## src/rtl/seq_sub_64bits.sv

```systemverilog
// Multi-cycle subtractor: out = in1 - in2 - bin, one SLICE-bit ripple stage reused per clock.
// Latency WIDTH/SLICE cycles after the accepting edge; start is ignored while busy.
module seq_sub_64bits #(
    parameter int WIDTH = 64,
    parameter int SLICE = 16
) (
    input  logic             clk,
    input  logic             rst,
    input  logic             start,
    input  logic [WIDTH-1:0] in1,
    input  logic [WIDTH-1:0] in2,
    input  logic             bin,
    output logic [WIDTH-1:0] out,
    output logic             bout,
    output logic             ovf,
    output logic             busy,
    output logic             done
);

    localparam int N  = WIDTH / SLICE;
    localparam int IW = (N > 1) ? $clog2(N) : 1;

    typedef enum logic [1:0] {IDLE, RUN, DONE} state_t;

    state_t           state;
    state_t           state_nxt;
    logic [WIDTH-1:0] a_q;
    logic [WIDTH-1:0] b_q;
    logic             carry;
    logic [IW-1:0]    idx;
    logic [SLICE-1:0] a_s;
    logic [SLICE-1:0] b_s;
    logic [SLICE-1:0] s;
    logic             c;
    logic             last;
    logic             accept;

    // Shared ripple stage: subtraction as in1 + ~in2 + carry, carry = ~borrow.
    always_comb begin
        a_s    = a_q[idx*SLICE +: SLICE];
        b_s    = b_q[idx*SLICE +: SLICE];
        {c, s} = {1'b0, a_s} + {1'b0, ~b_s} + {{SLICE{1'b0}}, carry};
    end

    assign last   = (idx == IW'(N - 1));
    assign accept = start && ((state == IDLE) || (state == DONE));
    assign busy   = (state == RUN);
    assign done   = (state == DONE);

    always_ff @(posedge clk or posedge rst) begin
        if (rst) begin
            state <= IDLE;
        end else begin
            state <= state_nxt;
        end
    end

    always_comb begin
        state_nxt = state;
        unique case (state)
            IDLE:    if (accept) state_nxt = RUN;
            RUN:     if (last)   state_nxt = DONE;
            DONE:    if (accept) state_nxt = RUN;
            default:             state_nxt = IDLE;
        endcase
    end

    always_ff @(posedge clk or posedge rst) begin
        if (rst) begin
            a_q   <= '0;
            b_q   <= '0;
            carry <= 1'b0;
            idx   <= '0;
            out   <= '0;
            bout  <= 1'b0;
            ovf   <= 1'b0;
        end else if (accept) begin
            a_q   <= in1;
            b_q   <= in2;
            carry <= ~bin;
            idx   <= '0;
            out   <= '0;
        end else if (state == RUN) begin
            out[idx*SLICE +: SLICE] <= s;
            carry <= c;
            idx   <= idx + 1'b1;
            if (last) begin
                bout <= ~c;
                // s[SLICE-1] is the final result MSB being written on this edge.
                ovf  <= (a_q[WIDTH-1] != b_q[WIDTH-1]) && (s[SLICE-1] != a_q[WIDTH-1]);
            end
        end
    end

endmodule

```

## config.mk

```make
export PLATFORM = sky130hd
export DESIGN_NAME = seq_sub_64bits
export DESIGN_NICKNAME = d
export VERILOG_FILES = /design/src/rtl/seq_sub_64bits.sv
export SDC_FILE = /design/constraint.sdc
export NUM_CORES = 1
export LEC_CHECK = 0
export ABC_CLOCK_PERIOD_IN_PS = 14000
export CAP_MARGIN = 20
export CORE_MARGIN = 2
export CORE_UTILIZATION = 28
export DETAILED_ROUTE_END_ITERATION = 10
export GPL_TIMING_DRIVEN = 1
export PLACE_DENSITY = 0.59
export SYNTH_ARGS = -nofsm -noshare
export SYNTH_HDL_FRONTEND = slang
export SYNTH_SLANG_ARGS = --single-unit
export TNS_END_PERCENT = 1
```

## constraint.sdc

```tcl
create_clock -name clk -period 14 [get_ports clk]
set_input_delay 2.8 -clock clk [delete_from_list [all_inputs] [get_ports clk]]
set_output_delay 2.8 -clock clk [all_outputs]
set_load 0.01 [all_outputs]
```

-- Yosys cells after proc, flatten, opt, wreduce, memory -nomap -nowiden
Cells that the tools add are included.
- register bits: 199
- input bits: 132
- output and inout bits: 68
- logic and storage cells: 45
- add/subtract/negate cells: 4
- equality and inequality tests: 7
- shift operators: 4
- muxes and demuxes: 10
- bitwise gates (word level): 4
- reduce and logical (&&, ||, !) cells: 8
- operators by type and width (cell ; number):
    $mux 64 ; 2
    $shiftx 64x7->16 ; 2
    $bwmux 64 ; 1
    $shift 16x34->64 const A ; 1
    $shiftx 16x34->64 ; 1
    $neg 6->34 ; 1
    $add 16x16->17 ; 1
    $add 17x1->17 ; 1
    $not 16->16 ; 1
    $mux 2 ; 4
    $eq 2x2->1 const B ; 2
    $ne 2x1->1 const B ; 2
    $pmux 2 s2 ; 1
    $not 1->1 ; 3
    $reduce_and 3->1 ; 1
    $add 2x1->2 const B ; 1
    $eq 2x1->1 const B ; 1
    $logic_and 1x1->1 ; 2
    $logic_not 2->1 ; 1
    $mux 1 ; 2
    $ne 1x1->1 ; 2
    $reduce_and 2->1 ; 1
    $reduce_bool 2->1 ; 1
    $reduce_or 2->1 ; 1
    $logic_or 1x1->1 ; 1

-- Depth between registers and ports, before layout
Gate-level depths: netlist (run 1).
- word-level depth: 8
- depth in mapped cells: 14
- gate-level depth less buffers: 12

-- Least setup slack after synthesis (run 1)
No wires, ideal clock.
- kind: input to register
- start: input port start
- end: register out[17]
- setup time: 0.066 ns
- arrival time: 4.143 ns
- data required time: 13.934 ns
- path slack: 9.790 ns
- stages on the path: 6
- path through: nor2b_1 > clkbuf_1 > nor4_1 > and3_1 > clkbuf_1 > a22o_1
- cells in the longest elaborated chain, start to end: 2
- RTL lines (item ; RTL line ; source):
    from (decl) ; 9 ; input logic start,
    $logic_and 1x1->1 * ; 46 ; assign accept = start && ((state == IDLE) || (state == DONE));
    $mux 64 or $reduce_bool 2->1 (tied branches) ; n/a ;
    to (signal, indexed assignment) ; 84 ; out[idx*SLICE +: SLICE] <= s;
    to (decl) ; 13 ; output logic [WIDTH-1:0] out,
Mark *: on every way between the ends. The rest lies on a longest branch, timed or not.
A chain may end at the register's enable or synchronous reset.

-- Worst setup path after layout (run 1)
- start: input port start
- end: register b_q[3]
- cells in the longest elaborated chain, start to end: 1
- RTL lines (item ; RTL line ; source):
    $logic_and 1x1->1 ; 46 ;
    to (signal assigned) ; 79 ; b_q <= in2;
    to (decl) ; 28 ; logic [WIDTH-1:0] b_q;
No other way between the ends.

==> impl_summary.md, run 1 <==
Synthesis
The share of synthesized area occupied by flip-flops and latches is 0.556. After synthesis, the share of flip-flops with an asynchronous set or reset is 1.00. Of all cell types, the one taking the most synthesized area is sky130_fd_sc_hd__dfrtp_1. The cell area that synthesis handed to floorplanning was about 9000 µm². Counting flops with a built-in enable in the synthesized netlist gives 0. The cell count after synthesis came out at 913.

The count of warnings emitted by yosys is 0. The XOR/XNOR share of the synthesized area is 0.0117. By area the synthesized netlist is led by sky130_fd_sc_hd__dfrtp_1 (56%), sky130_fd_sc_hd__nand2_1 (18%), sky130_fd_sc_hd__mux4_2 (8.0%), sky130_fd_sc_hd__a22o_1 (4.3%), sky130_fd_sc_hd__ha_1 (2.7%). Synthesis instantiated 41 different standard cells from the library.

For this run, the leading register cell type out of synthesis is sky130_fd_sc_hd__dfrtp_1. Of the total synthesized cell area, the portion taken by AND, OR, NAND and NOR gates is 0.201. Synthesis inferred 199 register bits.

The dominant combinational cell family by area after synthesis is simple AND/OR/NAND/NOR gates. Synthesis produced a netlist with a net count of 1066. The post-synthesis adder-cell area fraction is 0.0310.

The mean area per synthesized cell is 9.82 µm². The compound-cell area share of the yosys netlist is 0.0854. Of the post-synthesis cell area, the dominant cell type holds 0.556. Measured against the total synthesized area, the mux share comes to 0.0817.

Timing
Setup total negative slack on the finished layout was measured at 0 ps. Clock skew on the completed layout was measured at 15.2 ps. The shortest period the worst path allows is 4930 ps. The number of endpoints with negative hold slack in the final report is 0. The final setup violation count is 0.

Based on the critical path, the design can be clocked at up to 203 MHz. Setup repair after global routing left no endpoint under its margin. The count of final max-slew check failures is 0. Of the available clock period, the critical path in the final layout requires 0.352. At the pin with the least slew margin, the transition time is 973 ps. In this run the tightest slew margin relative to its limit is 0.351.

Critical path
Of all nets on the critical path, the largest fanout is between 50 and 60. For this design, the slowest cell found on the critical path is sky130_fd_sc_hd__nor2b_4. The setup slack of the worst register-to-register path is 9700 ps. The buffering stage count on the worst path with inverters included is 3.

The critical path ends at b_q[3]. The critical path goes through clkdlybuf4s50_1 > nor2b_4 > buf_4 > buf_4 > nand2_1 > nand2_1. The worst-case reg-to-reg path depth is 12.

The category of the worst setup path launch point is an input pin. The largest single stage delay on the critical path is 570 ps. The launch instance of the worst register-to-register path is idx[0]. The critical path class is input pin to flip-flop. Counting buffers and inverters, the worst setup path is 6 cells deep.

The worst endpoint required time is about 14000 ps. The beginning of the critical path is start. STA classifies the critical path endpoint as a flip-flop.

In this design, the largest share of critical-path delay is due to buffers and inverters. The worst register-to-register path ends at out[28]. The critical path data arrival time is 5310 ps.

CTS
The number of clock buffers added by TritonCTS is 17. Once the clock tree was built, the resizer swapped 0 gates to a different size. CTS placed an instance of sky130_fd_sc_hd__clkbuf_16 at the clock tree root. TritonCTS built the clock tree. The H-tree generated during clock tree synthesis spans 4 levels. Buffers inserted to repair hold after CTS numbered 0. The clock passes through at most 2 buffers. The TritonCTS sink count is 199.

The insertion delay to the later sink of the worst-skew pair is between 400 and 500 ps. The post-CTS repair timing setup buffer count is 0. The clock slew at the register clock pins of the worst setup and hold paths is 70 ps.

Detailed routing
After detailed routing, the total wire length is 25800 µm. The first detailed-routing pass took 5 iterations. The post-detailed-route count of antenna-violating nets is 0.

The detailed-route DRC error count is 0. The detailed router placed 7081 vias in this run. The via density per instance is 4.70. The initial DRC count is 529.

In the final routed layout, each cell accounts on average for 17.1 µm.

Pwr
The combinational share of power is 0.558. Across the VDD grid, the largest voltage drop is 0.231 mV. The proportion of power drawn by flip-flops and latches is 0.290. The switching fraction of total power is 0.461. Summed over all cells, the static leakage comes to 5.68 nW. The share of total power dissipated in the clock network is 0.152.

The switching component of the power is about 1.5 mW. The cell area power density is 277 nW/µm². Cell internal power was estimated by the tool at between 1.5 and 2 mW.

Place
The half-perimeter wire length of the detailed placement result is 19000 µm. The cell area after placement is 11400 µm². The final weighted congestion in routability-driven placement is 0.821.

The number of port buffers is slightly below 200.

GRT
The most crowded layer after global routing is met2. The via count of the first global-routing pass came to 6946. The total overflow reported by the global router is 0. The global-route track usage on met3 is 0.0252.

The largest net degree at the start of global routing is between 100 and 150. In the global route stage, overall resource usage came out at 0.156. The met2 global-route usage is 0.255.

The initial antenna violation count is 0. The met1 usage in global routing is 0.218. The first global-routing pass estimated 39600 µm of wire.

Die
The height of the chip is approximately 180 µm. Row generation in the floorplan step produced 65 rows. The die area is 33500 µm². From left edge to right edge, the die measures around 180 µm.

The floorplan core area is between 30000 and 40000 µm². For this configuration, the core starts out at a cell density of 0.284. 200 I/O pins were placed.

Cells and area
Summing all multi-input logic gate instances after layout gives between 3000 and 4000 µm². In the final layout, the share of cells above drive strength 1 is 0.0741. The number of nets in the finished design is 1246.

The sequential cell area is between 4000 and 5000 µm². The total non-filler cell area in the finished layout is between 10000 and 15000 µm². The signed area change from the synthesized netlist to the final layout is 33.6%. The number of antenna diodes is 0. Counting the fill cells in the layout gives 3153.

Status
The run finished with clean final reports.

Flow run
Across the run, the number of max-cap violations was 0.

Min path
The path class of the tightest hold or removal check is flip-flop to flip-flop.
==> final cells by class <==
cell class,instances,area share
timing repair buffer,210,0.174
clock buffer,18,0.0367
inverter,27,0.00909
clock inverter,14,0.0133
sequential,199,0.416
tap,402,0.0420
multi-input combinational,638,0.309
==> worst min path at each step <==
stage / from / end / cells past startpoint
2_1_floorplan: a_q[32] / a_q[32] / 2
5_1_grt: b_q[62] / b_q[62] / 2
3_5_place_dp: b_q[40] / b_q[40] / 2
6_report: b_q[4] / b_q[4] / 2
3_3_place_gp: a_q[6] / a_q[6] / 2
4_1_cts: a_q[53] / a_q[53] / 2
==> kinds of logic after synthesis <==
logic type               count (synthesis)
AND/OR/NAND/NOR                        461
flip-flops                             199
AO/OA/AOI/OAI                          111
buffers and inverters                   76
multiplexers                            33
adder cells (fa/ha/maj)                 21
XOR/XNOR                                12
==> registers in the layout (all words and copies together) (netlist names) <==
| signal | flops |
|---|---|
| carry | 1 |
| ovf | 1 |
| a_q | 64 |
| out | 64 |
| idx | 2 |
| b_q | 64 |
| state | 2 |
| bout | 1 |
==> power by group through the flow <==
| stage | clock, mW | sequential (mW) | combinational [mW] |
|---|---|---|---|
| 5_1_grt | 0.536 | 0.995 | 2.04 |
| 3_3_place_gp | 0 | 0.968 | 1.83 |
| 2_1_floorplan | 0 | 0.947 | 1.20 |
| 6_report | 0.506 | 0.962 | 1.85 |
| 3_5_place_dp | 0 | 0.976 | 1.85 |
| 4_1_cts | 0.518 | 0.966 | 1.86 |
==> worst register-to-register path, cell delays in order (launching register included) <==
cell                       delay [ps]
sky130_fd_sc_hd__dfrtp_2          650
sky130_fd_sc_hd__buf_4            570
sky130_fd_sc_hd__mux4_2           630
sky130_fd_sc_hd__fa_1             420
sky130_fd_sc_hd__inv_1             90
sky130_fd_sc_hd__fa_1             220
sky130_fd_sc_hd__a21oi_1          100
sky130_fd_sc_hd__o21ai_0          260
sky130_fd_sc_hd__a21oi_1          130
sky130_fd_sc_hd__nor2_1           280
sky130_fd_sc_hd__nor2_1            90
sky130_fd_sc_hd__a211oi_1         510
sky130_fd_sc_hd__o21ai_0          200
==> placed cells by master (no fill, tap or decap), drive strengths merged, types with 2 or more instances in the layout <==
cell and count:
clkdlybuf4s50 199, inv 36, a21oi 16, nand2 425, buf 11, nor2b 2, or3 2, a22o 44
nor3 2, nand2b 3, and3 3, a221oi 2, clkinv 3, a21o 2, xnor2 7, nor4 2
a211oi 3, fa 2, nor2 7, ha 19, xor2 5, mux4 32, dfrtp 199, o21ai 33
nand3 6, a22oi 2, nor3b 2, a31oi 3, o21bai 2, clkbuf 18, nand3b 2
==> Yosys cell counts, types with 2 or more instances <==
cell                       number
sky130_fd_sc_hd__nand3b_1       2
sky130_fd_sc_hd__fa_1           2
sky130_fd_sc_hd__a21o_1         2
sky130_fd_sc_hd__o21ai_0       33
sky130_fd_sc_hd__nor2_1         7
sky130_fd_sc_hd__a211oi_1       3
sky130_fd_sc_hd__nor2b_1        2
sky130_fd_sc_hd__o21bai_1       2
sky130_fd_sc_hd__buf_2          3
sky130_fd_sc_hd__clkbuf_1      37
sky130_fd_sc_hd__dfrtp_1      199
sky130_fd_sc_hd__a221oi_1       2
sky130_fd_sc_hd__nand2b_1       3
sky130_fd_sc_hd__a31oi_1        3
sky130_fd_sc_hd__nor3_1         2
sky130_fd_sc_hd__xor2_1         5
sky130_fd_sc_hd__inv_1         27
sky130_fd_sc_hd__buf_1          8
sky130_fd_sc_hd__xnor2_1        7
sky130_fd_sc_hd__ha_1          19
sky130_fd_sc_hd__mux4_2        32
sky130_fd_sc_hd__nor4_1         2
sky130_fd_sc_hd__nand2_1      425
sky130_fd_sc_hd__or3_1          2
sky130_fd_sc_hd__nand3_1        6
sky130_fd_sc_hd__a21oi_1       16
sky130_fd_sc_hd__and3_1         3
sky130_fd_sc_hd__a22o_1        44
sky130_fd_sc_hd__nor3b_1        2
sky130_fd_sc_hd__a22oi_1        2
==> per-stage QoR <==
step	cells	worst slack [ps]	total power [mW]	hold slack [ps]	util
4_1_cts	1508	9050	3.34	476	0.379
3_5_place_dp	1476	8600	2.83	458	0.360
2_1_floorplan	913	5770	2.15	440	-
6_report	1508	9070	3.32	472	0.379
3_3_place_gp	1474	8630	2.80	453	0.360
5_1_grt	1508	8810	3.57	496	0.379
==> routing by layer <==
layer	part of all wire	vias to the layer above
met5	0	-
met4	0.0075	0
met3	0.055	14
met2	0.48	225
met1	0.46	3454
li1	-	3388
(Power assumes the default switching activity.)
==> inputs of run 2 (changes only) <==
--- a/config.mk
+++ b/config.mk
@@ -5,7 +5,7 @@
 export SDC_FILE = /design/constraint.sdc
 export NUM_CORES = 1
 export LEC_CHECK = 0
-export ABC_CLOCK_PERIOD_IN_PS = 14000
+export ABC_CLOCK_PERIOD_IN_PS = 4900
 export CAP_MARGIN = 20
 export CORE_MARGIN = 2
 export CORE_UTILIZATION = 28
==> constraint.sdc (replaced) <==
create_clock -name clk -period 4.9 [get_ports clk]
set_input_delay 0.98 -clock clk [delete_from_list [all_inputs] [get_ports clk]]
set_output_delay 0.98 -clock clk [all_outputs]
set_load 0.01 [all_outputs]
==> run 2 against run 1 <==
First-iteration DRC count increased by 7.0%. Die area unchanged. Clock skew barely moved. Flip-flop and latch count unchanged. Final cell count decreased by 0.13%. Critical path depth is 5 higher. Highest routed layer unchanged.
==> impl_summary.md, run 2 (same netlist as run 1, synthesis figures left out) <==
Min path
The worst hold-check path type is flip-flop to flip-flop (unchanged).

CTS
The post-CTS repair timing setup buffer count is 0 (unchanged). The CTS tree is done (unchanged). The TritonCTS sink count is 199 (unchanged). The insertion delay to the later sink of the worst-skew pair is 450 ps (was 440 ps). The H-tree depth reported by CTS is 4 (unchanged). The post-cts hold buffer count is 0 (unchanged). The clock tree root buffer cell is sky130_fd_sc_hd__clkbuf_16 (unchanged). The number of clock buffers inserted by TritonCTS was 17 (unchanged). The clock slew at the register clock pins of the worst setup and hold paths is 80 ps (was 70 ps). The number of gates given a new drive strength after cts is 0 (unchanged). The maximum buffer depth of the clock tree is 2 (unchanged).

Cells and area
The filler cell count in the final layout came to 3179 (was 3153). The final standard cell utilization of the core is 0.379 (about the same). Registers with the highest flip-flop counts: a_q: 64 flops, b_q: 64 flops, out: 64 flops (unchanged). The signed area change from the synthesized netlist to the final layout is 33.4% (was 33.6%).

The number of antenna diodes came to 0 (unchanged). The layout cell share with drive strength beyond 1 was 0.0752 (was 0.0741). The most frequent standard cell in the layout excluding fill and tap cells was sky130_fd_sc_hd__nand2_1 (unchanged). The total non-filler cell area in the finished layout was 12000 µm² (about the same). The number of nets in the finished design is 1244 (was 1246). Most used cells in the layout excluding fill and tap cells: sky130_fd_sc_hd__nand2_1 (425), sky130_fd_sc_hd__clkdlybuf4s50_1 (199), sky130_fd_sc_hd__dfrtp_1 (197) (unchanged).

Critical path
The setup slack of the worst register-to-register path was 1200 ps (was 9700 ps). The capturing element type of the critical path was a flip-flop (unchanged). The largest incremental delay on the critical path is 920 ps (was 570 ps).

The family with the most delay on the worst path is compound AO/OA/AOI/OAI gates (was buffers and inverters). The category of the worst setup path launch point was a flip-flop (was input pin). The maximum net fanout on the critical path came to 36 (was 57). List of cells traversed by the critical path: mux4_2 > fa_1 > inv_1 > fa_1 > a21oi_1 > o21ai_0 > a21oi_1 > nor2_1 > nor2_1 > a211oi_1 > o21ai_0 (was clkdlybuf4s50_1 > nor2b_4 > buf_4 > buf_4 > nand2_1 > nand2_1).

The critical path class is flip-flop to flip-flop (was input pin to flip-flop). The worst endpoint required time was 5200 ps (was 14370 ps). The library cell contributing the largest single delay on the critical path is sky130_fd_sc_hd__dfrtp_2 (was sky130_fd_sc_hd__nor2b_4). The buffering stage count on the worst path with inverters included came to 1 (was 3). The critical path data arrival time is 4000 ps (was 5310 ps).

Timing
The worst setup skew after layout is 15.4 ps (was 15.2 ps). The number of endpoints with negative hold slack in the final report was 0 (unchanged). The setup total negative slack was 0 ps (unchanged). The count of final max-slew check failures is 0 (unchanged). Static timing analysis puts the maximum clock frequency at 270 MHz. RSZ-0062 raised after global routing: false (unchanged). The slew at the pin with the worst max-slew slack is 1280 ps (was 973 ps). The relative max-transition margin is 0.150 (was 0.351).

The final setup violation count is 0 (unchanged). The final critical-path setup slack is 1200 ps (was 9070 ps). The worst hold-check slack is 476 ps (was 472 ps). The shortest period the worst path allows is 3700 ps.

Of the available clock period, the critical path in the final layout requires 0.755.

Detailed routing
The initial DRC count is 566 (was 529). The via density per instance is 4.75 (was 4.70). The detailed-route DRC error count is 0 (unchanged). The routed wire length is 27700 µm (was 25800 µm).

The post-detailed-route count of antenna-violating nets is 0 (unchanged). The total via count after detailed routing is 7146 (was 7081). The iteration count of the initial detailed-routing pass is 5 (unchanged). The routed length per instance was 18.4 µm (was 17.1 µm).

GRT
The global-route wire length before repair is 42500 µm (was 39600 µm). The most crowded layer after global routing is met2 (unchanged). The initial antenna violation count is 0 (unchanged).

The largest net degree at the start of global routing is 192 (was 133). The met2 global-route usage is 0.264 (was 0.255). The met1 usage in global routing is 0.234 (was 0.218). The via count of the first global-routing pass is 7310 (was 6946). The total track usage came to 0.168 (was 0.156). The global-route track usage on met3 is 0.0385 (was 0.0252). The total overflow reported by the global router is 0 (unchanged).

Die
The die boundary width is 183 µm (unchanged). The height of the chip came to 183 µm (unchanged). The die area came to 33500 µm² (unchanged). The I/O pin count is 200 (unchanged). The number of core rows is 65 (unchanged).

The floorplan core area was 31600 µm² (unchanged). The initial core utilization is 0.284 (unchanged).

Pwr
The cell area power density was 799 nW/µm² (was 277 nW/µm²). The peak supply drop is 0.493 mV (was 0.231 mV). The leakage component of the power is 5.65 nW (was 5.68 nW).

Place
The number of port buffers is 199 (unchanged). The half-perimeter wire length of the detailed placement result was 20600 µm (was 19000 µm). The final weighted congestion in routability-driven placement is 0.860 (was 0.821).

The cell area after placement is 11400 µm² (about the same). The post-placement setup slack is 1220 ps (was 8600 ps).

Flow run
The count of max-cap constraint violations was 0 (unchanged).

Status
Outcome: completed (unchanged).
-- run 2: path summary, 6_finish.rpt --
kind | start | end | cells past startpoint
max | idx[1] | out[28] | 11
min | a_q[10] | a_q[10] | 2
max reg2reg | idx[1] | out[28] | 11
min reg2reg | a_q[10] | a_q[10] | 2
max in group asynchronous | rst | bout | 3
min in group asynchronous | rst | out[19] | 2
-- run 2: where the power goes --
| group | switching, mW | total, mW | internal [mW] |
|---|---|---|---|
| sequential | 0.566 | 2.90 | 2.34 |
| combinational | 3.23 | 5.26 | 2.02 |
| clock | 0.692 | 1.40 | 0.704 |
| total | 4.49 | 9.55 | 5.06 |
-- run 2: tightest hold or removal path: stages (launching register included) --
cell and delay (ps):
sky130_fd_sc_hd__dfrtp_1 340, sky130_fd_sc_hd__nand2_1 50, sky130_fd_sc_hd__nand2_1 50
-- run 2: routing by layer --
| layer | share of wire | vias up |
|---|---|---|
| li1 | - | 3389 |
| met1 | 0.46 | 3499 |
| met2 | 0.47 | 234 |
| met3 | 0.058 | 24 |
| met4 | 0.014 | 0 |
| met5 | 0 | - |
-- run 2: stage by stage --
step	std cells	total power, mW
detailed placement	1474	8.16
global placement	1474	8.06
floorplan	913	6.14
finish	1506	9.55
global route	1506	10.3
CTS	1506	9.57
-- run 2: layout make-up --
class	instances	area (µm²)	area share
flip-flops and latches	199	4980	0.417
multi-input cells	638	3710	0.310
repair buffers	208	2070	0.173
well taps	402	503	0.0421
clock buffers	19	453	0.0379
clock inverters	13	130	0.0109
inverters	27	105	0.00879
